[config.mk]
export PLATFORM = sky130hd
export DESIGN_NAME = bram_copy_engine
export DESIGN_NICKNAME = d
export VERILOG_FILES = /design/src/rtl/bram_copy_pkg.sv /design/src/rtl/bram_addr_gen.sv /design/src/rtl/bram_copy_engine.sv
export SDC_FILE = /design/constraint.sdc
export NUM_CORES = 1
export LEC_CHECK = 0
export ABC_AREA = 1
export BUFFER_PORTS_ARGS = -buffer_cell sky130_fd_sc_hd__buf_2
export CORE_ASPECT_RATIO = 1.2
export CORE_MARGIN = 2
export CORE_UTILIZATION = 41
export DETAILED_ROUTE_END_ITERATION = 16
export GPL_TIMING_DRIVEN = 0
export PLACE_DENSITY = 0.76
export SYNTH_ARGS = -nofsm -noshare
export SYNTH_HDL_FRONTEND = slang
export SYNTH_SLANG_ARGS = --single-unit
[constraint.sdc]
create_clock -name clk -period 3.72 [get_ports clk]
set_clock_uncertainty 0.2 [all_clocks]
set_input_delay 0.558 -clock clk [delete_from_list [all_inputs] [get_ports clk]]
set_output_delay 0.558 -clock clk [all_outputs]
set_load 0.02 [all_outputs]
[src/rtl/bram_copy_pkg.sv]
// Shared constants for the BlockRam copy/fill engine: FSM state codes,
// command mode encodings and the full-word byte-enable value.
package bram_copy_pkg;

  // FSM state codes
  localparam logic [2:0] ST_IDLE  = 3'd0;
  localparam logic [2:0] ST_FILL  = 3'd1;
  localparam logic [2:0] ST_CPRD  = 3'd2;
  localparam logic [2:0] ST_CPRUN = 3'd3;
  localparam logic [2:0] ST_DONE  = 3'd4;

  // Command mode encodings
  localparam logic MODE_FILL = 1'b0;
  localparam logic MODE_COPY = 1'b1;

  // Both byte lanes enabled (copy always writes whole words)
  localparam logic [1:0] BE_FULL = 2'b11;

endpackage

[src/rtl/bram_addr_gen.sv]
// Loadable up/down address counter, modulo 2**ADDR_BITS, that also tracks
// the number of addresses still to be issued. tc is high while the
// currently presented address is the last one of the run.
module bram_addr_gen #(
  parameter int ADDR_BITS = 4
) (
  input  logic                 clk,
  input  logic                 reset,
  input  logic                 load,
  input  logic                 step,
  input  logic                 down,
  input  logic [ADDR_BITS-1:0] load_addr,
  input  logic [ADDR_BITS:0]   load_count,
  output logic [ADDR_BITS-1:0] addr,
  output logic                 tc
);

  localparam logic [ADDR_BITS-1:0] ADDR_ONE  = {{(ADDR_BITS-1){1'b0}}, 1'b1};
  localparam logic [ADDR_BITS:0]   COUNT_ONE = {{ADDR_BITS{1'b0}}, 1'b1};
  localparam logic [ADDR_BITS:0]   COUNT_ZERO = {(ADDR_BITS+1){1'b0}};

  logic [ADDR_BITS-1:0] addr_r;
  logic [ADDR_BITS:0]   count_r;

  // Address/remaining-count register; the adder drops its carry so the
  // address wraps naturally at the top of the RAM.
  always_ff @(posedge clk) begin
    if (reset) begin
      addr_r  <= {ADDR_BITS{1'b0}};
      count_r <= COUNT_ZERO;
    end else if (load) begin
      addr_r  <= load_addr;
      count_r <= load_count;
    end else if (step) begin
      addr_r <= down ? (addr_r - ADDR_ONE) : (addr_r + ADDR_ONE);
      if (count_r != COUNT_ZERO) begin
        count_r <= count_r - COUNT_ONE;
      end else begin
        count_r <= COUNT_ZERO;
      end
    end else begin
      addr_r  <= addr_r;
      count_r <= count_r;
    end
  end

  assign addr = addr_r;
  assign tc   = (count_r == COUNT_ONE);

endmodule

[src/rtl/bram_copy_engine.sv]
// Bulk-transfer master for the dual-port BlockRam: block fill (constant
// pattern with byte mask) and block copy, one word per clock. Port A is
// the read port, port B the write port.
// Optional build macro BRAM_COPY_DESC_EN: copies whose destination
// overlaps ahead of the source run in descending order (memmove).
module bram_copy_engine
  import bram_copy_pkg::*;
#(
  parameter  int WORDS     = 16,
  localparam int ADDR_BITS = $clog2(WORDS)
) (
  input  logic                 clk,
  input  logic                 reset,
  input  logic                 start,
  input  logic                 mode,
  input  logic [ADDR_BITS-1:0] src_addr,
  input  logic [ADDR_BITS-1:0] dst_addr,
  input  logic [ADDR_BITS:0]   len,
  input  logic [15:0]          fill_data,
  input  logic [1:0]           fill_be,
  output logic                 busy,
  output logic                 done,
  output logic [ADDR_BITS-1:0] ram_a_addr,
  input  logic [15:0]          ram_a_q,
  output logic [ADDR_BITS-1:0] ram_b_addr,
  output logic                 ram_b_wr_en,
  output logic [1:0]           ram_b_be,
  output logic [15:0]          ram_b_wdata
);

  localparam logic [ADDR_BITS:0]   LEN_MAX   = (ADDR_BITS+1)'(WORDS);
  localparam logic [ADDR_BITS:0]   LEN_ZERO  = {(ADDR_BITS+1){1'b0}};
  localparam logic [ADDR_BITS:0]   LEN_ONE   = {{ADDR_BITS{1'b0}}, 1'b1};
  localparam logic [ADDR_BITS-1:0] ADDR_ONE  = {{(ADDR_BITS-1){1'b0}}, 1'b1};

  logic [2:0]           state_r;
  logic                 busy_r;
  logic                 done_r;
  logic                 wr_en_r;
  logic [1:0]           be_r;
  logic [15:0]          wdata_r;
  logic                 desc_r;

  logic                 accept_s;
  logic                 len_nz_s;
  logic                 desc_s;
  logic [ADDR_BITS:0]   len_clamp_s;
  logic [ADDR_BITS-1:0] len_m1_s;
  logic [ADDR_BITS-1:0] rd_base_s;
  logic [ADDR_BITS-1:0] wr_base_s;
  logic                 rd_load_s;
  logic                 wr_load_s;
  logic                 rd_step_s;
  logic                 wr_step_s;
  logic                 rd_tc_s;
  logic                 wr_tc_s;

  // Command decode: clamp the length and work out the starting addresses.
  assign accept_s    = (state_r == ST_IDLE) && start;
  assign len_clamp_s = (len > LEN_MAX) ? LEN_MAX : len;
  assign len_nz_s    = (len_clamp_s != LEN_ZERO);
  assign len_m1_s    = len_clamp_s[ADDR_BITS-1:0] - ADDR_ONE;

`ifdef BRAM_COPY_DESC_EN
  logic [ADDR_BITS-1:0] diff_s;
  // A destination lying ahead of the source inside the block would be
  // clobbered by an ascending copy, so such copies run top-down.
  assign diff_s = dst_addr - src_addr;
  assign desc_s = (mode == MODE_COPY) && (diff_s != {ADDR_BITS{1'b0}})
                  && ({1'b0, diff_s} < len_clamp_s);
`else
  assign desc_s = 1'b0;
`endif

  assign rd_base_s = desc_s ? (src_addr + len_m1_s) : src_addr;
  assign wr_base_s = desc_s ? (dst_addr + len_m1_s) : dst_addr;

  // The read side issues one extra address (the prime cycle), so it
  // carries len+1 steps; both sides reach terminal count together.
  assign rd_load_s = accept_s && (mode == MODE_COPY) && len_nz_s;
  assign wr_load_s = accept_s && len_nz_s;
  assign rd_step_s = (state_r == ST_CPRD) || (state_r == ST_CPRUN);
  assign wr_step_s = (state_r == ST_FILL) || (state_r == ST_CPRUN);

  bram_addr_gen #(.ADDR_BITS(ADDR_BITS)) u_rd_gen (
    .clk        (clk),
    .reset      (reset),
    .load       (rd_load_s),
    .step       (rd_step_s),
    .down       (desc_r),
    .load_addr  (rd_base_s),
    .load_count (len_clamp_s + LEN_ONE),
    .addr       (ram_a_addr),
    .tc         (rd_tc_s)
  );

  bram_addr_gen #(.ADDR_BITS(ADDR_BITS)) u_wr_gen (
    .clk        (clk),
    .reset      (reset),
    .load       (wr_load_s),
    .step       (wr_step_s),
    .down       (desc_r),
    .load_addr  (wr_base_s),
    .load_count (len_clamp_s),
    .addr       (ram_b_addr),
    .tc         (wr_tc_s)
  );

  // Sequencer FSM with registered status and write-control outputs.
  always_ff @(posedge clk) begin
    if (reset) begin
      state_r <= ST_IDLE;
      busy_r  <= 1'b0;
      done_r  <= 1'b0;
      wr_en_r <= 1'b0;
      be_r    <= BE_FULL;
      wdata_r <= 16'h0000;
      desc_r  <= 1'b0;
    end else begin
      case (state_r)
        ST_IDLE: begin
          done_r <= 1'b0;
          if (start) begin
            wdata_r <= fill_data;
            be_r    <= (mode == MODE_COPY) ? BE_FULL : fill_be;
            desc_r  <= desc_s;
            if (!len_nz_s) begin
              state_r <= ST_DONE;
              busy_r  <= 1'b0;
              done_r  <= 1'b1;
              wr_en_r <= 1'b0;
            end else if (mode == MODE_FILL) begin
              state_r <= ST_FILL;
              busy_r  <= 1'b1;
              wr_en_r <= 1'b1;
            end else begin
              state_r <= ST_CPRD;
              busy_r  <= 1'b1;
              wr_en_r <= 1'b0;
            end
          end else begin
            state_r <= ST_IDLE;
            busy_r  <= 1'b0;
            wr_en_r <= 1'b0;
          end
        end
        ST_FILL: begin
          if (wr_tc_s) begin
            state_r <= ST_DONE;
            busy_r  <= 1'b0;
            done_r  <= 1'b1;
            wr_en_r <= 1'b0;
          end else begin
            state_r <= ST_FILL;
          end
        end
        ST_CPRD: begin
          state_r <= ST_CPRUN;
          wr_en_r <= 1'b1;
        end
        ST_CPRUN: begin
          if (wr_tc_s && rd_tc_s) begin
            state_r <= ST_DONE;
            busy_r  <= 1'b0;
            done_r  <= 1'b1;
            wr_en_r <= 1'b0;
          end else begin
            state_r <= ST_CPRUN;
          end
        end
        ST_DONE: begin
          state_r <= ST_IDLE;
          done_r  <= 1'b0;
          busy_r  <= 1'b0;
          wr_en_r <= 1'b0;
        end
        default: begin
          state_r <= ST_IDLE;
          busy_r  <= 1'b0;
          done_r  <= 1'b0;
          wr_en_r <= 1'b0;
        end
      endcase
    end
  end

  assign busy        = busy_r;
  assign done        = done_r;
  assign ram_b_wr_en = wr_en_r;
  assign ram_b_be    = be_r;
  // During a copy the write data is the RAM's own registered read output,
  // so the path stays register-to-port with no extra pipeline stage.
  assign ram_b_wdata = (state_r == ST_CPRUN) ? ram_a_q : wdata_r;

endmodule

== Word-level counts from Yosys, hierarchy flattened ==
Index checks and enable logic that the tools add are counted.

* Flip-flop bits (word level): 42
* Latch bits: 0
* RAM bits: 0
* Memory bits (read-only): 0
* Output and inout port bits: 29
* Logic and storage cells: 73
* Memories kept: 0

* Add/sub/neg operators: 5
* Multiply operators: 0
* Div/mod/pow operators: 0
* Magnitude comparators: 1
* Equal/unequal tests: 7
* Shifts and indexed selects: 0
* Muxes and demuxes: 33
* Bitwise logic cells: 1
* Reduce and logical (&&, ||, !) cells: 16

{| class="wikitable"
|+ Operators with widths
! cell !! number
|-
| $mux 5 || 7
|-
| $mux 16 || 1
|-
| $mux 4 || 4
|-
| $reduce_bool 5->1 || 3
|-
| $mux 3 || 4
|-
| $pmux 1 s4 || 3
|-
| $pmux 3 s4 || 1
|-
| $mux 1 || 11
|-
| $eq 5x1->1 const B || 2
|-
| $sub 5x1->5 const B || 2
|-
| $add 4x1->4 const B || 2
|-
| $eq 3x2->1 const B || 2
|-
| $add 5x1->5 const B || 1
|-
| $gt 5x5->1 const B || 1
|-
| $logic_and 1x1->1 || 5
|-
| $mux 2 || 2
|-
| $reduce_and 2->1 || 2
|-
| $reduce_bool 2->1 || 2
|-
| $eq 3x1->1 const B || 1
|-
| $logic_not 3->1 || 1
|-
| $reduce_and 3->1 || 1
|-
| $logic_or 1x1->1 || 2
|-
| $ne 2x1->1 const B || 1
|-
| $ne 2x2->1 const B || 1
|-
| $not 1->1 || 1
|}

== Depth between registers and ports, before layout ==
* Word-level depth: 6
* Depth in mapped cells: 13
* Depth with buffers taken out: 13

== Modules after synthesis ==
From an unflattened synthesis, not the netlist that was laid out.

* Cells, all modules: 389
* Area, all modules: 2546.2 um^2

{| class="wikitable"
|+ Modules (own cells, without submodules)
! module !! times used !! cells each !! area each (um^2) !! seq. area each (um^2)
|-
| bram_copy_engine || 1 || 211 || 1290.0 || 480.5
|-
| bram_addr_gen || 2 || 89 || 628.1 || 180.2
|}

== Worst setup path after synthesis ==
No wires, ideal clock.

* Path type: input-to-reg
* Start: input len[2]
* End: register u_rd_gen.count_r[2]
* Setup time: 117 ps
* Arrival time: 1750 ps
* Setup slack: 1653 ps
* Stages: 11
* Buffers on the path: 0
* Path through: nor2_2 nand2_1 nand2_2 nand2_1 ha_1 nand2_1 nor2_4 nor2_4 o21ai_0 a21oi_1 nor2_1

* Word-level cells in the longest chain between the ends: 5

{| class="wikitable"
|+ Ends and longest elaborated chain
! what !! line !! RTL
|-
| from (decl) || bram_copy_engine.sv:18 || <nowiki>input logic [ADDR_BITS:0] len,</nowiki>
|-
| $gt 5x5->1 || bram_copy_engine.sv:60 || <nowiki>assign len_clamp_s = (len > LEN_MAX) ? LEN_MAX : len;</nowiki>
|-
| $mux 5 (*) || bram_copy_engine.sv:60 ||
|-
| branches (longest 3 deep; another with $add 5x1->5) || n/a ||
|-
| to (signal assigned) || bram_addr_gen.sv:33 || <nowiki>count_r <= load_count;</nowiki>
|-
| to (signal assigned) || bram_addr_gen.sv:37 || <nowiki>count_r <= count_r - COUNT_ONE;</nowiki>
|-
| to (signal assigned) || bram_addr_gen.sv:43 || <nowiki>count_r <= count_r;</nowiki>
|-
| to (decl) || bram_addr_gen.sv:23 || <nowiki>logic [ADDR_BITS:0] count_r;</nowiki>
|}

Every way passes the cells marked *.
A chain may end at the register's enable or synchronous reset.

== Worst setup path after layout ==
* Start: register state_r[0]
* End: output ram_b_wdata[9]

* Word-level cells in the longest chain between the ends: 2

{| class="wikitable"
|+ Ends and longest elaborated chain
! what !! line !! RTL
|-
| from (decl) || bram_copy_engine.sv:36 || <nowiki>logic [2:0] state_r;</nowiki>
|-
| from (signal assigned) || bram_copy_engine.sv:112 || <nowiki>state_r <= ST_IDLE;</nowiki>
|-
| from (signal assigned) || bram_copy_engine.sv:128 || <nowiki>state_r <= ST_DONE;</nowiki>
|-
| from (signal assigned) || bram_copy_engine.sv:133 || <nowiki>state_r <= ST_FILL;</nowiki>
|-
| $eq 3x2->1 || bram_copy_engine.sv:193 || <nowiki>assign ram_b_wdata = (state_r == ST_CPRUN) ? ram_a_q : wdata_r;</nowiki>
|-
| $mux 16 || bram_copy_engine.sv:193 ||
|-
| to (decl) || bram_copy_engine.sv:28 || <nowiki>output logic [15:0] ram_b_wdata</nowiki>
|}

No other way between the ends.

==> results.toml <==
[sta]
setup_ws_ns = 1.24
max-slew-margin-rel_pct = 66.3
fin_crit_sh_pct = 66.6
period_minus_slack_ns = 2.48
fin_tns_setup_ns = 0
worst_pin_slew_ns = 0.505
finalSetupViolations = 0
slew_viol_final = 0
rsz0062_at_grt = "no"
hold_viol = 0
max_freq_mhz = 403

[route]
ant_nets = 0
drt_iter0_drc = 127
totalWireLength_um = 5840
post-route-drc-count = 0
routedWlPerCell_um = 11.0
firstDrtPassIters = 4
avgViaCountPerCell = 4.77
vias = 2539

[floorplanning]
die_x_um = 74.1
fp.dieArea_um2 = 6520
initial_core_util_pct = 42.6
die_h_um = 88.1
boundaryPins = 80
coreArea_um2 = 5670
rows = 30

[power_and_ir_drop]
swShare_pct = 39.9
clock_power_share_pct = 19.8
switchingPower_mw = 0.608
leakage_nw = 1.56
combPwrFrac_pct = 41.4
p_int_mw = 0.918
seqPwrFrac_pct = 38.8
max-vdd-ir-drop_uv = 172
power_density_nw_per_um2 = 509

[placed_design]
io_buffers = 78
placedCellCount = 524
place_worst_setup_slack_ns = 1.31
placed_area_um2 = 2910
hpwl_um = 4620
gp_routability_congestion = 0.900

[clocking]
cts_tree = "done"
ctsLongestPathBuffers = 2
cts-resized-gates = 0
numCtsBuffers = 5
h-tree-depth = 2
cts-root-buf = "clkbuf_8"
worstSkewPairLatency_ns = 0.29
postCtsSetupBuffers = 0
postCtsHoldBufs = 0
clk_pin_slew_ns = 0.08
clock_sinks = 42

[synthesis]
synth_area_um2 = 2410
netlist.area_leader.share_pct = 34.8
synth_edf_count = 0
synth_cell_types = 33
netlist_top_cells_count = "110 x nand2_1, 60 x nor2_1, 42 x dfxtp_1, 26 x inv_1, 22 x o21ai_0"
synth_warnings = 0
syn_nets = 425
synth_area_leaders = "dfxtp_1 35%, nand2_1 17%, nor2_1 9.3%"
synthCells = 366
postSynthAreaPerCell_um2 = 6.60
ys_ff_latch = 42
ys_seq_area_share_pct = 34.8
synth_area_leader_cell = "dfxtp_1"
synthArstFlopShare_pct = 0
yosysMostFrequentCell = "nand2_1"
synth-main-ff-cell = "dfxtp_1"

[global_routing]
overflow = 0
grt_max_degree = 13
grt_pass1_vias = 2298
gr-usage-all-layers_pct = 18.5
grt_first_pass_wirelength_um = 9630
antenna_found_initial = 0

[worst_setup_path]
crit_arrival_ns = 1.72
critPathRequiredTime_ns = 2.96
cp-end-kind = "output port"
critPathKind = "reg2out"
startpoint_type = "flop"
cp_max_fo = 10

[final_layout]
drive_gt1_share_pct = 26.3
n_antenna_cell = 0
design_area_um2 = 3000
area_delta_synth_final_pct = 24.1
final_cells = 532
seq_area_um2 = 841
nFillCells = 558
final_util_pct = 52.9
fin_nets = 510
multi_input_area_um2 = 1370

[job]
drv_cap = 0

[outcome]
status = "completed"

[hold_path]
hp-class = "reg2reg"
==> path summary, 6_finish.rpt <==
check | slack, ns | endpoint | cells past startpoint | from
max | 1.24 | ram_b_wdata[9] | 9 | state_r[0]
min | 0.26 | ram_b_be[0] | 2 | ram_b_be[0]
max reg2reg | 2.01 | u_wr_gen.count_r[3] | 8 | u_wr_gen.count_r[0]
min reg2reg | 0.26 | ram_b_be[0] | 2 | ram_b_be[0]
==> sequential cells by signal (all words and copies together) (netlist names) <==
register	flops
wdata_r	16
state_r	3
done	1
ram_b_wr_en	1
busy	1
u_rd_gen.addr	4
u_wr_gen.addr	4
ram_b_be	2
u_wr_gen.count_r	5
u_rd_gen.count_r	5
==> layout by cell type, fill, tap and decap left out, types with 4 or more instances in the layout <==
cell	netlist	layout
inv_2	5	5
clkbuf_1	3	4
dfxtp_1	42	42
clkbuf_8	0	6
o21ai_1	5	5
nand3_1	21	21
nand2_2	5	5
inv_1	26	26
nor2_1	60	60
nor2_2	4	4
ha_1	8	8
nand2_1	110	110
buf_2	4	82
o21ai_0	22	22
a21oi_1	16	16
==> layout make-up <==
cell class                      count  share of cell area, %
Multi-Input combinational cell    280                   45.8
Sequential cell                    42                   28.1
Timing Repair Buffer               78                   13.0
Inverter                           32                   4.05
Tap cell                           80                   3.34
Clock buffer                        7                   2.88
Buffer                             12                   2.67
Clock inverter                      1                  0.167
==> cell families after synthesis <==
| logic type | synth area share, % |
|---|---|
| XOR/XNOR | 1.81 |
| AO/OA/AOI/OAI | 11.6 |
| adder cells (fa/ha/maj) | 4.15 |
| AND/OR/NAND/NOR | 39.3 |
| buffers and inverters | 8.34 |
| flip-flops | 34.8 |
==> power groups by stage <==
stage | combinational (mW) | clock [mW] | sequential, mW
6_report | 0.631 | 0.302 | 0.593
5_1_grt | 0.723 | 0.328 | 0.603
4_1_cts | 0.636 | 0.308 | 0.592
3_5_place_dp | 0.633 | 0 | 0.601
3_3_place_gp | 0.618 | 0 | 0.599
2_1_floorplan | 0.435 | 0 | 0.625
==> layer usage <==
layer	vias up	share of wire, %	global-route usage [%]	wire length, um
li1	1332	-	-	-
met1	1126	44	20.9	2550
met2	73	49	33.8	2890
met3	8	5.8	3.80	336
met4	0	1.2	6.94	68
met5	-	0	0	0
==> metrics by stage <==
| stage | total power, mW | hold slack (ns) |
|---|---|---|
| after floorplan | 1.06 | 0.255 |
| after global placement | 1.22 | 0.237 |
| after detailed placement | 1.23 | 0.244 |
| after CTS | 1.54 | 0.261 |
| after global routing | 1.65 | 0.299 |
| final | 1.53 | 0.263 |
==> worst max-delay path, stage by stage, from the launching register on <==
cell and delay [ns]:
dfxtp_1 0.36, inv_2 0.06, nor2_4 0.17, inv_2 0.13, nor2_8 0.17, inv_2 0.09, buf_2 0.19, nand2_1 0.07
nand2_1 0.04, buf_2 0.15
Power figures use the tool's default switching activity.
